===== config.mk =====
export PLATFORM = sky130hd
export DESIGN_NAME = median_window_feeder_flat
export DESIGN_NICKNAME = d
export VERILOG_FILES = /design/src/rtl/median_window_feeder_if.sv /design/src/rtl/median_window_feeder.sv /design/src/flat_wrapper.sv
export SDC_FILE = /design/constraint.sdc
export NUM_CORES = 1
export LEC_CHECK = 0
export CAP_MARGIN = 5
export CELL_PAD_IN_SITES_DETAIL_PLACEMENT = 1
export CELL_PAD_IN_SITES_GLOBAL_PLACEMENT = 1
export CORE_MARGIN = 8
export CORE_UTILIZATION = 40
export DETAILED_ROUTE_END_ITERATION = 10
export GPL_TIMING_DRIVEN = 0
export PLACE_DENSITY_LB_ADDON = 0.1
export SETUP_SLACK_MARGIN = 0.5
export SLEW_MARGIN = 10
export SYNTH_ARGS = -nofsm -noshare
export SYNTH_HDL_FRONTEND = slang
export SYNTH_SLANG_ARGS = --single-unit

===== constraint.sdc =====
create_clock -name CLK -period 11.2 [get_ports CLK]
set_input_delay 2.24 -clock CLK [delete_from_list [all_inputs] [get_ports CLK]]
set_output_delay 2.24 -clock CLK [all_outputs]
set_load 0.005 [all_outputs]

===== src/rtl/median_window_feeder_if.sv =====
// Pixel-stream, median-block and result signals of median_window_feeder.
// slave  : the feeder's own view (pixels in, median samples out, results out).
// master : the surrounding environment's view (pixel source, median block, result sink).
interface median_window_feeder_if #(
    parameter int W = 8
);
    logic [W-1:0] PIX_IN;
    logic         PIX_VALID;
    logic         PIX_SOF;
    logic         PIX_READY;
    logic [W-1:0] MED_DI;
    logic         MED_DSI;
    logic [W-1:0] MED_DO;
    logic         MED_DSO;
    logic [W-1:0] RES_OUT;
    logic         RES_VALID;

    modport slave (
        input  PIX_IN, PIX_VALID, PIX_SOF, MED_DO, MED_DSO,
        output PIX_READY, MED_DI, MED_DSI, RES_OUT, RES_VALID
    );

    modport master (
        output PIX_IN, PIX_VALID, PIX_SOF, MED_DO, MED_DSO,
        input  PIX_READY, MED_DI, MED_DSI, RES_OUT, RES_VALID
    );
endinterface


===== src/rtl/median_window_feeder.sv =====
// median_window_feeder: builds 3x3 neighbourhoods from a raster pixel stream
// using two line buffers, serialises each complete window into a median block
// as nine contiguous MED_DSI samples, then captures the first MED_DO result.
// Upstream is stalled (PIX_READY=0) while a window is in flight.
//
// Build option MEDIAN_BORDER_EN: when defined, pixels whose window is
// incomplete are echoed straight to RES_OUT one cycle after acceptance, so
// every accepted pixel yields exactly one result. When undefined (default),
// border pixels produce no result.
module median_window_feeder #(
    parameter int W     = 8,
    parameter int IMG_W = 16
) (
    input  logic CLK,
    input  logic nRST,
    median_window_feeder_if.slave bus
);

    localparam int              COL_W    = (IMG_W > 1) ? $clog2(IMG_W) : 1;
    localparam logic [COL_W-1:0] COL_LAST = COL_W'(IMG_W - 1);

    typedef enum logic [1:0] {
        IDLE  = 2'd0,
        SEND  = 2'd1,
        WAIT  = 2'd2,
        DRAIN = 2'd3
    } state_t;

    state_t           state_reg;
    logic [COL_W-1:0] col_reg;
    logic [1:0]       row_reg;
    logic [3:0]       cnt_reg;
    logic             pix_ready_reg;
    logic             med_dsi_reg;
    logic [W-1:0]     med_di_reg;
    logic             res_valid_reg;
    logic [W-1:0]     res_out_reg;

    // Line buffers are read in the same cycle the pixel is accepted, because
    // the new window column is needed on that edge to start the burst one
    // cycle later; they are therefore read combinationally.
    logic [W-1:0] line0_mem [IMG_W];
    logic [W-1:0] line1_mem [IMG_W];

    // Window stored in raster order: 0..2 top row, 3..5 middle, 6..8 bottom.
    logic [W-1:0] win_reg  [9];
    logic [W-1:0] win_next [9];

    logic             accept;
    logic [COL_W-1:0] col_use;
    logic [1:0]       row_use;
    logic [COL_W-1:0] col_next;
    logic [1:0]       row_next;
    logic             win_complete;
    logic [W-1:0]     top_new;
    logic [W-1:0]     mid_new;
    logic [3:0]       cnt_inc;

    assign accept  = bus.PIX_VALID & pix_ready_reg;

    // A start-of-frame pixel is always position (0,0), even mid-row.
    assign col_use = bus.PIX_SOF ? '0 : col_reg;
    assign row_use = bus.PIX_SOF ? 2'd0 : row_reg;

    assign col_next = (col_use == COL_LAST) ? '0 : col_use + COL_W'(1);
    assign row_next = ((col_use == COL_LAST) && (row_use != 2'd2)) ? row_use + 2'd1 : row_use;

    // Row saturates at 2, so row==2 means "two full rows already buffered".
    assign win_complete = (row_use == 2'd2) && (col_use >= COL_W'(2));

    assign top_new = line1_mem[col_use];
    assign mid_new = line0_mem[col_use];
    assign cnt_inc = cnt_reg + 4'd1;

    // Window shifts left one column; the right column is the new vertical slice.
    genvar gi;
    generate
        for (gi = 0; gi < 9; gi++) begin : g_win
            if ((gi % 3) != 2) begin : g_shift
                assign win_next[gi] = win_reg[gi + 1];
            end else if (gi == 2) begin : g_top
                assign win_next[gi] = top_new;
            end else if (gi == 5) begin : g_mid
                assign win_next[gi] = mid_new;
            end else begin : g_bot
                assign win_next[gi] = bus.PIX_IN;
            end
        end
    endgenerate

    // Line buffers and window advance on every accepted pixel; contents need no reset.
    always_ff @(posedge CLK) begin
        if (accept) begin
            line1_mem[col_use] <= mid_new;
            line0_mem[col_use] <= bus.PIX_IN;
            for (int i = 0; i < 9; i++) begin
                win_reg[i] <= win_next[i];
            end
        end
    end

    // Control FSM with position counters and all registered outputs.
    always_ff @(posedge CLK or negedge nRST) begin
        if (!nRST) begin
            state_reg     <= IDLE;
            col_reg       <= '0;
            row_reg       <= 2'd0;
            cnt_reg       <= 4'd0;
            pix_ready_reg <= 1'b0;
            med_dsi_reg   <= 1'b0;
            med_di_reg    <= '0;
            res_valid_reg <= 1'b0;
            res_out_reg   <= '0;
        end else begin
            res_valid_reg <= 1'b0;
            case (state_reg)
                IDLE: begin
                    pix_ready_reg <= 1'b1;
                    if (accept) begin
                        col_reg <= col_next;
                        row_reg <= row_next;
                        if (win_complete) begin
                            state_reg     <= SEND;
                            cnt_reg       <= 4'd0;
                            med_dsi_reg   <= 1'b1;
                            med_di_reg    <= win_next[0];
                            pix_ready_reg <= 1'b0;
                        end
`ifdef MEDIAN_BORDER_EN
                        else begin
                            res_out_reg   <= bus.PIX_IN;
                            res_valid_reg <= 1'b1;
                        end
`endif
                    end
                end
                SEND: begin
                    if (cnt_reg == 4'd8) begin
                        state_reg   <= WAIT;
                        med_dsi_reg <= 1'b0;
                    end else begin
                        cnt_reg    <= cnt_inc;
                        med_di_reg <= win_reg[cnt_inc];
                    end
                end
                WAIT: begin
                    if (bus.MED_DSO) begin
                        res_out_reg   <= bus.MED_DO;
                        res_valid_reg <= 1'b1;
                        state_reg     <= DRAIN;
                    end
                end
                DRAIN: begin
                    if (!bus.MED_DSO) begin
                        state_reg     <= IDLE;
                        pix_ready_reg <= 1'b1;
                    end
                end
                default: begin
                    state_reg <= IDLE;
                end
            endcase
        end
    end

    assign bus.PIX_READY = pix_ready_reg;
    assign bus.MED_DSI   = med_dsi_reg;
    assign bus.MED_DI    = med_di_reg;
    assign bus.RES_VALID = res_valid_reg;
    assign bus.RES_OUT   = res_out_reg;

endmodule


===== src/flat_wrapper.sv =====
// flat-port wrapper written by rule: the top's interface ports become plain ports
module median_window_feeder_flat 
#(
    parameter int W     = 8,
    parameter int IMG_W = 16
)
  (CLK, nRST, bus_PIX_IN, bus_PIX_VALID, bus_PIX_SOF, bus_MED_DO, bus_MED_DSO, bus_PIX_READY, bus_MED_DI, bus_MED_DSI, bus_RES_OUT, bus_RES_VALID);
  median_window_feeder_if #(.W(W)) bus_i ();
  input  logic CLK;
  input  logic nRST;
  input wire logic [$bits(bus_i.PIX_IN)-1:0] bus_PIX_IN;
  input wire logic [$bits(bus_i.PIX_VALID)-1:0] bus_PIX_VALID;
  input wire logic [$bits(bus_i.PIX_SOF)-1:0] bus_PIX_SOF;
  input wire logic [$bits(bus_i.MED_DO)-1:0] bus_MED_DO;
  input wire logic [$bits(bus_i.MED_DSO)-1:0] bus_MED_DSO;
  output wire logic [$bits(bus_i.PIX_READY)-1:0] bus_PIX_READY;
  output wire logic [$bits(bus_i.MED_DI)-1:0] bus_MED_DI;
  output wire logic [$bits(bus_i.MED_DSI)-1:0] bus_MED_DSI;
  output wire logic [$bits(bus_i.RES_OUT)-1:0] bus_RES_OUT;
  output wire logic [$bits(bus_i.RES_VALID)-1:0] bus_RES_VALID;
  assign bus_i.PIX_IN = bus_PIX_IN;
  assign bus_i.PIX_VALID = bus_PIX_VALID;
  assign bus_i.PIX_SOF = bus_PIX_SOF;
  assign bus_i.MED_DO = bus_MED_DO;
  assign bus_i.MED_DSO = bus_MED_DSO;
  assign bus_PIX_READY = bus_i.PIX_READY;
  assign bus_MED_DI = bus_i.MED_DI;
  assign bus_MED_DSI = bus_i.MED_DSI;
  assign bus_RES_OUT = bus_i.RES_OUT;
  assign bus_RES_VALID = bus_i.RES_VALID;
  median_window_feeder #(.W(W), .IMG_W(IMG_W)) u_core (.CLK(CLK), .nRST(nRST), .bus(bus_i));
endmodule

## Word level (Yosys, flattened, before mapping)

Memory sizes are Yosys's and may differ from the RTL's.
Cells that the tools add are included.

| cells by class | value |
|---|---|
| eq/ne operators | 13 |
| add/sub/neg operators | 3 |
| magnitude comparators | 1 |
| multiplexer cells | 30 |
| bitwise logic cells | 1 |
| reduce and logical (&&, ||, !) cells | 11 |

Operators with widths:

| cell | number |
|---|---|
| 8-bit two-way mux | 3 |
| 4-bit two-way mux | 5 |
| 8-bit one-hot mux with 2 select lines | 1 |
| 2-bit two-way mux | 7 |
| 1-bit two-way mux | 10 |
| 4-bit by 1-bit adder with 4-bit output, second input constant | 2 |
| 4-bit == test, second input constant | 2 |
| 2-bit != test, second input constant | 4 |
| 2-bit one-hot mux with 4 select lines | 1 |
| 4-bit one-hot mux with 2 select lines | 1 |
| 4-bit AND reduction | 2 |
| 2-bit == test, second input constant | 3 |
| 2-bit by 1-bit != test with 1-bit output, second input constant | 3 |
| 2-bit AND reduction | 3 |
| 5-bit AND reduction | 1 |
| 4-bit by 2-bit >= comparator with 1-bit output, second input constant | 1 |
| 1-bit one-hot mux with 2 select lines | 2 |
| 2-bit nonzero test | 2 |
| 2-bit by 1-bit adder with 2-bit output, second input constant | 1 |
| 2-bit by 1-bit == test with 1-bit output, second input constant | 1 |
| 1-bit logical AND | 2 |
| 2-bit logical NOT | 1 |
| 1-bit AND | 1 |

| word-level totals | value |
|---|---|
| register bits | 31 |
| memory bits (writable) | 328 |
| word-level logic and storage cells | 71 |
| memories kept | 3 |

Memories:

| memory | depth | bits a word | read ports | clocked after Yosys merged registers in | write ports | RTL line | source |
|---|---|---|---|---|---|---|---|
| u_core.line0_mem | 16 | 8 | 1 | 0 | 1 | median_window_feeder.sv:42 | `logic [W-1:0] line0_mem [IMG_W];` |
| u_core.line1_mem | 16 | 8 | 1 | 0 | 1 | median_window_feeder.sv:43 | `logic [W-1:0] line1_mem [IMG_W];` |
| u_core.win_reg | 9 | 8 | 7 | 0 | 9 | median_window_feeder.sv:46 | `logic [W-1:0] win_reg [9];` |

## Longest topological paths before layout

Gate-level depths: netlist (run 1).

| logic depth | value |
|---|---|
| word-level depth | 6 |
| gate-level depth with buffers | 9 |
| depth with buffers taken out | 6 |

## Worst setup path before layout (run 1)

Ideal clock, no wire load.

| path | value |
|---|---|
| path type | input port to flip-flop |
| start point | input bus_PIX_VALID |
| end point | memory u_core.line0_mem[1][0], enable pin |
| path buffers | 1 |
| slack | 4.439 ns |
| cell stages on the path | 4 |
| setup time | 0.409 ns |
| arrival | 6.352 ns |
| data required time | 10.791 ns |
| path through | and2_1 -> clkbuf_1 -> o21ai_0 -> nor3_1 |

| between the ends | value |
|---|---|
| word-level cells in the longest chain between the ends | 3 |

RTL lines:

| element | RTL line | source |
|---|---|---|
| start, declared | flat_wrapper.sv:12 | `input wire logic [$bits(bus_i.PIX_VALID)-1:0] bus_PIX_VALID;` |
| 1-bit AND | median_window_feeder.sv:59 | `assign accept = bus.PIX_VALID & pix_ready_reg;` |
| via u_core.accept | median_window_feeder.sv:49 | `logic accept;` |
| 1-bit two-way mux | median_window_feeder.sv:93 | `if (accept) begin` |
| 1-bit two-way mux (implied by the code) | median_window_feeder.sv:95 | `line0_mem[col_use] <= bus.PIX_IN;` |
| end, declared | median_window_feeder.sv:42 |  |

The timed path passes the listed nets, and every way through them passes these cells.

## Worst setup path after layout (run 1)

| path | value |
|---|---|
| start point | input bus_PIX_SOF |
| end point | memory u_core.line1_mem[4][4] (data pin) |

| between the ends | value |
|---|---|
| word-level cells in the longest chain between the ends | 2 |

RTL lines:

| element | RTL line | source |
|---|---|---|
| start, declared | flat_wrapper.sv:13 | `input wire logic [$bits(bus_i.PIX_SOF)-1:0] bus_PIX_SOF;` |
| 4-bit two-way mux | median_window_feeder.sv:62 | `assign col_use = bus.PIX_SOF ? '0 : col_reg;` |
| memory read 16 x 8 bit | n/a |  |
| via u_core.mid_new[4] | median_window_feeder.sv:56 | `logic [W-1:0] mid_new;` |
| end, declared | median_window_feeder.sv:43 |  |

The timed path passes the listed nets, and every way through them passes these cells.

==> flow_metrics.py, run 1 <==
metrics = {
    "worst_setup_path": {
        "critical_path.top_delay_family": "buffers and inverters",
        "crit_path_top_delay_cell": "nand4_1",
        "cp_max_fo": 17,
        "crit_path_end_kind": "register",
        "reg2reg_slack_ns": 7.61,
        "cp.required_ns": 11.08,
        "crit_type": "in2reg",
        "cp_num_buf_inv": 4,
        "reg2reg_from": "u_core.col_reg[1]$_DFFE_PN0P_",
        "r2r_end": "u_core.line1_mem[4][4]$_DFFE_PP_",
        "startpoint_type": "input port",
        "timing.critical_path.mode_cell": "clkbuf_1",
        "reg2reg_depth": 7,
        "critical_path.startpoint": "bus_PIX_SOF",
        "slowest_delay_ns": 0.93,
        "worstPathArrival_ns": 5.39,
        "crit_chain": "clkdlybuf4s50_1, nor2b_1, clkbuf_1, inv_1, clkbuf_1, a211oi_1, a311o_1, nand4_1",
    },
    "synth": {
        "synthesis.nets": 877,
        "synth-seq-cells": 359,
        "async_flop_share_pct": 8.64,
        "synthAdderAreaFrac_pct": 0.775,
        "ys_seq_area_share_pct": 73.2,
        "ys_types": 52,
        "synth_compound_area_share_pct": 7.75,
        "synthFlopType": "edfxtp_1",
        "synth_xor_area_share_pct": 0.224,
        "synth_area_per_cell_um2": 17.1,
        "synthesis.area_um2": 14500,
        "synth-edff-count": 328,
        "synth_mux_area_share_pct": 10.4,
        "synth_top_family_by_area": "multiplexers",
        "synth-simple-area-share_pct": 5.52,
        "yosysWarnings": 0,
        "synthCells": 847,
    },
    "power_and_ir_drop": {
        "powerDensity_nw_per_um2": 248,
        "leakagePower_nw": 5.59,
        "power_w": 0.00420,
        "vdd_drop_max_uv": 103,
    },
    "finish": {
        "drive_above_1_share_pct": 16.5,
        "nFillCells": 3393,
        "area_growth_syn_to_layout_pct": 16.4,
        "seqCellArea_um2": 10600,
        "mostFrequentLayoutCell": "edfxtp_1",
        "layout_common_cells": "edfxtp_1 (328), mux2i_1 (86), clkbuf_16 (41), clkdlybuf4s50_1 (38), nand2_1 (33)",
        "multi_input_area_um2": 3630,
        "final_nets": 973,
        "antennaDiodeCount": 0,
    },
    "timing": {
        "slew_headroom_pct": 19.7,
        "rsz0062_at_grt": "no",
        "worstMarginPinSlew_ns": 1.20,
        "finalCritPeriodShare_pct": 49.3,
        "hold_violations": 0,
        "fin_worst_skew_ns": 0.0171,
        "max_freq_ghz": 0.181,
        "hold_ws_ns": 0.443,
        "layout_min_cycle_time_ns": 5.52,
        "slew_violations": 0,
        "setup-tns-final_ns": 0,
        "setup_viol": 0,
    },
    "grt": {
        "grt_max_degree": 41,
        "grt_overflow_total": 0,
        "track_usage_pct": 18.5,
        "antenna_found_initial": 0,
        "grt_pass1_wl_um": 57600,
        "grt_pass1_vias": 8910,
    },
    "floorplanning": {
        "io_pins": 40,
        "start_util_pct": 40.7,
        "die_y_um": 207,
        "rows": 69,
        "coreArea_um2": 35700,
        "dieArea_um2": 42700,
        "die_x_um": 207,
    },
    "clock_tree": {
        "clockBufferDepth": 3,
        "cts_max_level": 2,
        "cts_resized": 0,
        "clk_pin_slew_ns": 0.06,
        "cts_made_buffers": 40,
        "cts-root-buf": "clkbuf_16",
        "cts_tree": "done",
        "clock_latency_ns": 0.53,
        "hold_buffers": 0,
        "clock-sinks": 359,
        "cts_setup_buffers": 0,
    },
    "drt": {
        "drt.antenna.violating_nets": 0,
        "wl_per_cell_um": 27.2,
        "drc": 0,
        "drtPass1Iterations": 5,
        "dr_total_vias": 8217,
        "drt-total-wl_um": 39000,
        "avgViaCountPerCell": 5.75,
        "drt-initial-drc-count": 634,
    },
    "place": {
        "portBuffers": 39,
        "place_hpwl_um": 26600,
        "gp_congestion": 0.809,
    },
    "hold_path": {
        "hold_start": "u_core.win_reg[4][4]$_DFFE_PP_",
        "holdPathEnd": "u_core.win_reg[3][4]$_DFFE_PP_",
        "hold_path.class": "reg2reg",
        "hold_depth": 0,
    },
    "status": {
        "status": "complete, no violations",
    },
    "job": {
        "max_cap_violations": 0,
    },
}
## worst max path at each step
| stage | to | cells after the start |
|---|---|---|
| 2_1_floorplan | u_core.line0_mem[1][0]$_DFFE_PP_ | 4 |
| 3_3_place_gp | u_core.line1_mem[1][3]$_DFFE_PP_ | 5 |
| 3_5_place_dp | u_core.line1_mem[6][4]$_DFFE_PP_ | 8 |
| 4_1_cts | u_core.line1_mem[4][4]$_DFFE_PP_ | 8 |
| 5_1_grt | u_core.line1_mem[5][4]$_DFFE_PP_ | 8 |
| 6_report | u_core.line1_mem[4][4]$_DFFE_PP_ | 8 |
## per-stage QoR
step	area [um2]	utilization (%)	cells	worst slack [ns]
finish	16900	47.4	1430	5.68
global route	16900	47.4	1430	5.47
CTS	16900	47.4	1430	5.65
detailed placement	15700	44.1	1362	5.13
global placement	15500	43.4	1347	1.82
floorplan	14500	-	847	4.44
## power breakdown
part | total, W | switching [W] | internal, W
sequential | 0.00179 | 0.0000686 | 0.00172
combinational | 0.00123 | 0.000779 | 0.000449
clock | 0.00118 | 0.000503 | 0.000678
## synthesized netlist by cell type (10+ instances only)
cell / n / area [um2]
o211ai_1: 12 / 90.1
dfrtp_1: 31 / 776
o21ai_0: 15 / 75.1
nor2_1: 22 / 82.6
a21oi_1: 25 / 125
nand2_1: 33 / 124
o22a_1: 16 / 140
edfxtp_1: 328 / 9850
o221ai_1: 32 / 280
clkbuf_1: 24 / 90.1
nor3b_1: 23 / 173
a2bb2oi_1: 10 / 87.6
buf_2: 21 / 105
nand4_1: 17 / 106
nor2b_1: 19 / 119
mux2i_1: 86 / 861
mux2_2: 24 / 270
mux4_2: 10 / 225
## cells by family after synthesis
family,Yosys count
flip-flops,359
multiplexers,126
buffers and inverters,65
XOR/XNOR,2
AND/OR/NAND/NOR,141
AO/OA/AOI/OAI,145
adder cells (fa/ha/maj),9
## layer usage
metal | vias up | share of wire, % | wire length [um] | track usage [%]
li1 | 3599 | - | - | -
met1 | 4295 | 44 | 17000 | 24.0
met2 | 248 | 47 | 18500 | 30.5
met3 | 75 | 5.2 | 2030 | 3.32
met4 | 0 | 3.8 | 1470 | 7.61
met5 | - | 0 | 0 | 0
## layout make-up
| class | instances | share of cell area (%) |
|---|---|---|
| multi-input combinational | 423 | 21.5 |
| clock buffer | 52 | 6.43 |
| inverter | 10 | 0.222 |
| buffer | 55 | 1.63 |
| tap | 461 | 3.41 |
| sequential | 359 | 62.9 |
| timing repair buffer | 54 | 3.51 |
| clock inverter | 16 | 0.429 |
No activity file was read; power rests on OpenSTA's default activity.
==> run 2: changes to the inputs <==
Clock period 11.2 ns to 4.4 ns, I/O delays scaled along.
==> run 2 against run 1 <==
Effect of this change:
- cell count up 0.42%
- routed wire length is 0.89% lower
- hold slack worse by 0.016 ns
- combinational power increased to 2.6 times the previous value
- critical path depth did not move
- worst setup slack worse by 5.0 ns
- sequential power rose to 2.5 times the previous value
- count of clock-buffer cells in the layout down 6
- non-clock buffer count grew 6
- register-to-register slack lost 6.8 ns
- power grew to 2.5 times the previous value
- via count decreased by 0.26%
- critical endpoint is now u_core.line1_mem[9][3]$_DFFE_PP_
- largest power group unchanged
==> flow_metrics.py, run 2 (same netlist as run 1, synthesis figures left out) <==
metrics = {
    "timing": {
        "setup_viol": 0,
        "slew_headroom_pct": 30.9,
        "rsz0062_at_grt": "no",
        "max_freq_ghz": 0.267,
        "layout_min_cycle_time_ns": 3.75,
        "slew_violations": 0,
        "setup-tns-final_ns": 0,
        "setup_ws_ns": 0.650,
        "finalCritPeriodShare_pct": 85.2,
        "hold_violations": 0,
        "fin_worst_skew_ns": 0.0164,
        "worstMarginPinSlew_ns": 1.03,
    },
    "finish": {
        "design_area_um2": 17000,
        "nFillCells": 3377,
        "fin_cells": 1436,
        "drive_above_1_share_pct": 17.2,
        "final_nets": 977,
        "layout_common_cells": "edfxtp_1 (328), mux2i_1 (86), clkbuf_16 (39), clkdlybuf4s50_1 (38), nand2_1 (33)",
        "fin_util_pct": 47.6,
        "mostFrequentLayoutCell": "edfxtp_1",
        "area_growth_syn_to_layout_pct": 16.9,
        "antennaDiodeCount": 0,
    },
    "worst_setup_path": {
        "reg2reg_depth": 6,
        "timing.critical_path.mode_cell": "clkbuf_1",
        "startpoint_type": "input port",
        "cp.required_ns": 4.33,
        "crit_chain": "clkdlybuf4s50_1, buf_2, nor2_1, and2_1, clkbuf_1, clkbuf_1, o211ai_1, nand4_1",
        "worstPathArrival_ns": 3.68,
        "cp_max_fo": 17,
        "crit_path_end_kind": "register",
        "cp_num_buf_inv": 4,
        "crit_type": "in2reg",
        "crit_cells": 8,
        "slowest_delay_ns": 0.84,
        "critical_path.top_delay_family": "buffers and inverters",
        "crit_path_top_delay_cell": "nand4_1",
    },
    "drt": {
        "drtPass1Iterations": 5,
        "drc": 0,
        "drt.antenna.violating_nets": 0,
        "avgViaCountPerCell": 5.71,
        "wl_per_cell_um": 26.9,
        "dr_total_vias": 8196,
        "drt-total-wl_um": 38600,
        "drt-initial-drc-count": 452,
    },
    "clock_tree": {
        "cts-root-buf": "clkbuf_16",
        "cts_tree": "done",
        "cts_made_buffers": 38,
        "clockBufferDepth": 3,
        "clk_pin_slew_ns": 0.06,
        "hold_buffers": 0,
        "clock_latency_ns": 0.53,
        "clock-sinks": 359,
        "cts_max_level": 2,
    },
    "place": {
        "placed_area_um2": 15800,
        "place_hpwl_um": 26400,
        "portBuffers": 39,
        "dpl_worst_slack_ns": -0.343,
        "gp_congestion": 0.811,
        "dp.cells": 1362,
    },
    "grt": {
        "grt_pass1_vias": 8758,
        "track_usage_pct": 18.3,
        "grt_max_degree": 68,
        "grt_overflow_total": 0,
        "antenna_found_initial": 0,
        "grt_pass1_wl_um": 57700,
    },
    "floorplanning": {
        "start_util_pct": 40.7,
        "dieArea_um2": 42700,
        "die_y_um": 207,
        "io_pins": 40,
        "coreArea_um2": 35700,
        "rows": 69,
        "die_x_um": 207,
    },
    "hold_path": {
        "hold_path.class": "in2async",
    },
    "status": {
        "status": "complete, no violations",
    },
    "power_and_ir_drop": {
        "leakagePower_nw": 5.63,
        "powerDensity_nw_per_um2": 629,
        "vdd_drop_max_uv": 344,
    },
    "job": {
        "max_cap_violations": 0,
    },
}
==> run 2: changes by cell type in the layout (fill, tap and decap cells not counted) <==
cell / delta
inv_6: +1
buf_4: +4
clkbuf_1: -2
clkbuf_16: -2
clkbuf_8: -2
clkinv_2: +3
bufinv_16: +1
buf_6: +1
clkinv_4: +1
buf_16: +3
buf_8: -2
==> run 2: path summary, 6_finish.rpt <==
path	end	slack, ns	startpoint
setup / recovery	u_core.line1_mem[9][3]$_DFFE_PP_	0.65	bus_PIX_SOF
hold / removal	u_core.cnt_reg[2]$_DFFE_PN0P_	0.43	nRST
setup reg to reg	u_core.line1_mem[9][3]$_DFFE_PP_	0.80	u_core.col_reg[1]$_DFFE_PN0P_
hold reg to reg	u_core.win_reg[3][0]$_DFFE_PP_	0.45	u_core.win_reg[4][0]$_DFFE_PP_
max in group asynchronous	u_core.bus.MED_DI[3]$_DFFE_PN0P_	3.49	nRST
min in group CLK	u_core.win_reg[3][0]$_DFFE_PP_	0.45	u_core.win_reg[4][0]$_DFFE_PP_
==> run 2: through the flow <==
step | total power (W) | hold WS, ns
floorplan | 0.00646 | 0.417
global placement | 0.00761 | 0.422
detailed placement | 0.00775 | 0.430
CTS | 0.0108 | 0.428
global route | 0.0111 | 0.455
finish | 0.0107 | 0.427
==> run 2: final cells by class <==
| type | instances | area [um2] | share of cell area (%) |
|---|---|---|---|
| inverters | 10 | 37.5 | 0.221 |
| clock buffers | 46 | 1000 | 5.91 |
| clock inverters | 22 | 135 | 0.796 |
| flip-flops and latches | 359 | 10600 | 62.6 |
| well taps | 461 | 577 | 3.40 |
| plain buffers | 55 | 275 | 1.62 |
| repair buffers | 60 | 687 | 4.05 |
| multi-input cells | 423 | 3630 | 21.4 |
==> run 2: power breakdown <==
part	total, W	internal (W)	switching, W
registers	0.00453	0.00436	0.000169
clock network	0.00296	0.00168	0.00128
logic	0.00319	0.00120	0.00199
==> run 2: layer usage <==
layer  routed length, um  vias up  GRT usage [%]
met5                   0        -              0
met4                1310        0           6.76
met3                2160       63           3.21
met2               18200      253           29.7
met1               17000     4275           24.6
li1                    -     3605              -
==> run 2: worst reg2reg max path, cell delays in order (launching register included) <==
cell	delay, ns
dfrtp_1	0.35
buf_2	0.31
clkbuf_1	0.42
clkbuf_1	0.53
a2bb2oi_1	0.16
o221ai_1	0.36
nand4_1	0.87
==> run 2: what timing repair did <==
| action | in CTS | in global routing |
|---|---|---|
| gates cloned | 0 | 0 |
| gates resized for setup | 0 | 0 |
| pin swaps | 1 | 1 |
| setup endpoints to repair | 51 | 34 |
| setup buffers | 4 | 2 |
| endpoints found under the hold margin | 0 | 0 |
==> run 3: changes to the inputs <==
Settings changed: CTS_CLUSTER_DIAMETER set to 60.
==> run 3 against run 2 <==
Effect of this change:
- via count increased by 0.23%
- clock power increased by 4%
- sequential share of layout area decreased by 0.22 points
- maximum frequency increased by 0.32%
- critical path type unchanged
- sequential cell count unchanged
- critical endpoint is now u_core.line1_mem[10][2]$_DFFE_PP_
- die area unchanged
- combinational power about the same
- register-to-register slack improved by 0.06 ns
- design area increased by 0.35%
- worst setup slack improved by 0.012 ns
- clock skew decreased by 0.0057 ns
- cell count increased by 0.14%
==> flow_metrics.py, run 3 (same netlist as run 1, synthesis figures left out) <==
metrics = {
    "power_and_ir_drop": {
        "power.switching_w": 0.00347,
        "vdd_drop_max_uv": 345,
        "p_int_w": 0.00732,
        "pwr-share-clk_pct": 28.5,
        "p_seq_share_pct": 42.0,
        "comb_power_share_pct": 29.5,
        "leakagePower_nw": 5.66,
        "powerDensity_nw_per_um2": 633,
        "p_sw_share_pct": 32.2,
    },
    "clock_tree": {
        "clock-sinks": 359,
        "cts-root-buf": "clkbuf_16",
        "cts_tree": "done",
        "cts_max_level": 2,
        "clock_latency_ns": 0.53,
        "clk_pin_slew_ns": 0.06,
        "clockBufferDepth": 3,
        "hold_buffers": 0,
        "cts_made_buffers": 39,
        "cts_resized": 0,
    },
    "job": {
        "max_cap_violations": 0,
    },
    "finish": {
        "drive_above_1_share_pct": 17.6,
        "final_nets": 978,
        "antennaDiodeCount": 0,
        "mostFrequentLayoutCell": "edfxtp_1",
        "layout_common_cells": "edfxtp_1 (328), mux2i_1 (86), clkbuf_16 (41), clkdlybuf4s50_1 (38), nand2_1 (33)",
        "area_growth_syn_to_layout_pct": 17.3,
    },
    "worst_setup_path": {
        "crit_type": "in2reg",
        "cp.required_ns": 4.36,
        "worstPathArrival_ns": 3.69,
        "crit_path_end_kind": "register",
        "timing.critical_path.mode_cell": "clkbuf_1",
        "startpoint_type": "input port",
        "crit_chain": "clkdlybuf4s50_1, buf_2, nor2_1, and2_1, clkbuf_1, clkbuf_1, o211ai_1, nand4_1",
        "crit_path_top_delay_cell": "nand4_1",
        "slowest_delay_ns": 0.82,
        "cp_max_fo": 17,
    },
    "grt": {
        "antenna_found_initial": 0,
        "grt_max_degree": 68,
        "track_usage_pct": 18.4,
        "grt_overflow_total": 0,
        "grt_pass1_wl_um": 57900,
        "grt_pass1_vias": 8726,
    },
    "timing": {
        "rsz0062_at_grt": "no",
        "setup_ws_ns": 0.662,
        "slew_headroom_pct": 33.0,
        "hold_ws_ns": 0.417,
        "slew_violations": 0,
        "fin_worst_skew_ns": 0.0107,
        "setup_viol": 0,
        "finalCritPeriodShare_pct": 85.0,
        "hold_violations": 0,
        "layout_min_cycle_time_ns": 3.74,
        "worstMarginPinSlew_ns": 1.00,
        "max_freq_ghz": 0.268,
    },
    "floorplanning": {
        "die_x_um": 207,
        "io_pins": 40,
        "die_y_um": 207,
        "start_util_pct": 40.7,
        "dieArea_um2": 42700,
        "rows": 69,
        "coreArea_um2": 35700,
    },
    "drt": {
        "drtPass1Iterations": 5,
        "avgViaCountPerCell": 5.71,
        "drt.antenna.violating_nets": 0,
        "drt-total-wl_um": 38800,
        "dr_total_vias": 8215,
        "top_layer_used": "met4",
        "drc": 0,
        "drt-initial-drc-count": 462,
        "wl_per_cell_um": 26.9,
        "drt-met1-wl_um": 17300,
        "met2_length_um": 18300,
        "met3WireLength_um": 1960,
    },
    "place": {
        "portBuffers": 39,
        "dpl_worst_slack_ns": -0.343,
        "gp_congestion": 0.811,
        "place_hpwl_um": 26400,
    },
    "hold_path": {
        "hold_path.class": "in2async",
    },
    "status": {
        "status": "complete, no violations",
    },
}
[run 3: cell count changes in the layout (fill, tap and decap cells not counted)]
cell and delta:
clkbuf_1 -1, clkbuf_16 +2, clkinv_1 -1, clkinv_4 +2, clkinvlp_4 +1, inv_6 -1
[run 3: critical path, delay by kind of cell]
| kind | cells | cell delay (ns) |
|---|---|---|
| AO/OA/AOI/OAI | 1 | 0.24 |
| AND/OR/NAND/NOR | 3 | 1.07 |
| buffers and inverters | 4 | 1.49 |
[run 3: final cells by class]
class,instances,area (um2)
Clock inverter,23,148
Inverter,10,37.5
Multi-Input combinational cell,423,3630
Sequential cell,359,10600
Tap cell,461,577
Fill cell,3378,18600
Clock buffer,47,1050
Buffer,55,275
Timing Repair Buffer,60,687
[run 3: timing repair]
item                       4_1_cts  5_1_grt
pin swaps                        0        2
buffers inserted                 3        3
setup endpoints to repair       34       51
[run 3: worst paths after layout]
check / start / to / slack, ns / depth (start not counted)
worst min-delay path: nRST / u_core.bus.RES_VALID$_DFF_PN0_ / 0.42 / 1
worst max register to register: u_core.col_reg[1]$_DFFE_PN0P_ / u_core.line1_mem[9][3]$_DFFE_PP_ / 0.86 / 6
min in group CLK: u_core.win_reg[4][0]$_DFFE_PP_ / u_core.win_reg[3][0]$_DFFE_PP_ / 0.45 / 0
worst min register to register: u_core.win_reg[4][0]$_DFFE_PP_ / u_core.win_reg[3][0]$_DFFE_PP_ / 0.45 / 0
worst max-delay path: bus_PIX_SOF / u_core.line1_mem[10][2]$_DFFE_PP_ / 0.66 / 8
max in group asynchronous: nRST / u_core.bus.MED_DI[3]$_DFFE_PN0P_ / 3.50 / 1
[run 3: layer usage]
layer	vias up	track usage [%]
li1	3614	-
met3	60	2.87
met2	240	29.8
met4	0	6.76
met1	4301	25.0
met5	-	0
[run 3: metrics by stage]
stage / cell area (um2) / instances / utilization (%) / setup TNS (ns) / power [W]
floorplan: 14500 / 847 / - / 0 / 0.00646
global placement: 15500 / 1347 / 43.4 / -191.24 / 0.00761
detailed placement: 15800 / 1362 / 44.2 / -10.41 / 0.00775
CTS: 17000 / 1435 / 47.7 / 0 / 0.0109
global route: 17000 / 1438 / 47.8 / 0 / 0.0112
finish: 17000 / 1438 / 47.8 / 0 / 0.0108
[run 3: power groups by stage]
stage | logic (W) | registers (W) | clock network (W)
final | 0.00319 | 0.00453 | 0.00307
after global routing | 0.00341 | 0.00456 | 0.00326
after CTS | 0.00319 | 0.00454 | 0.00315
after detailed placement | 0.00314 | 0.00461 | 0
after global placement | 0.00302 | 0.00459 | 0
after floorplan | 0.00192 | 0.00454 | 0
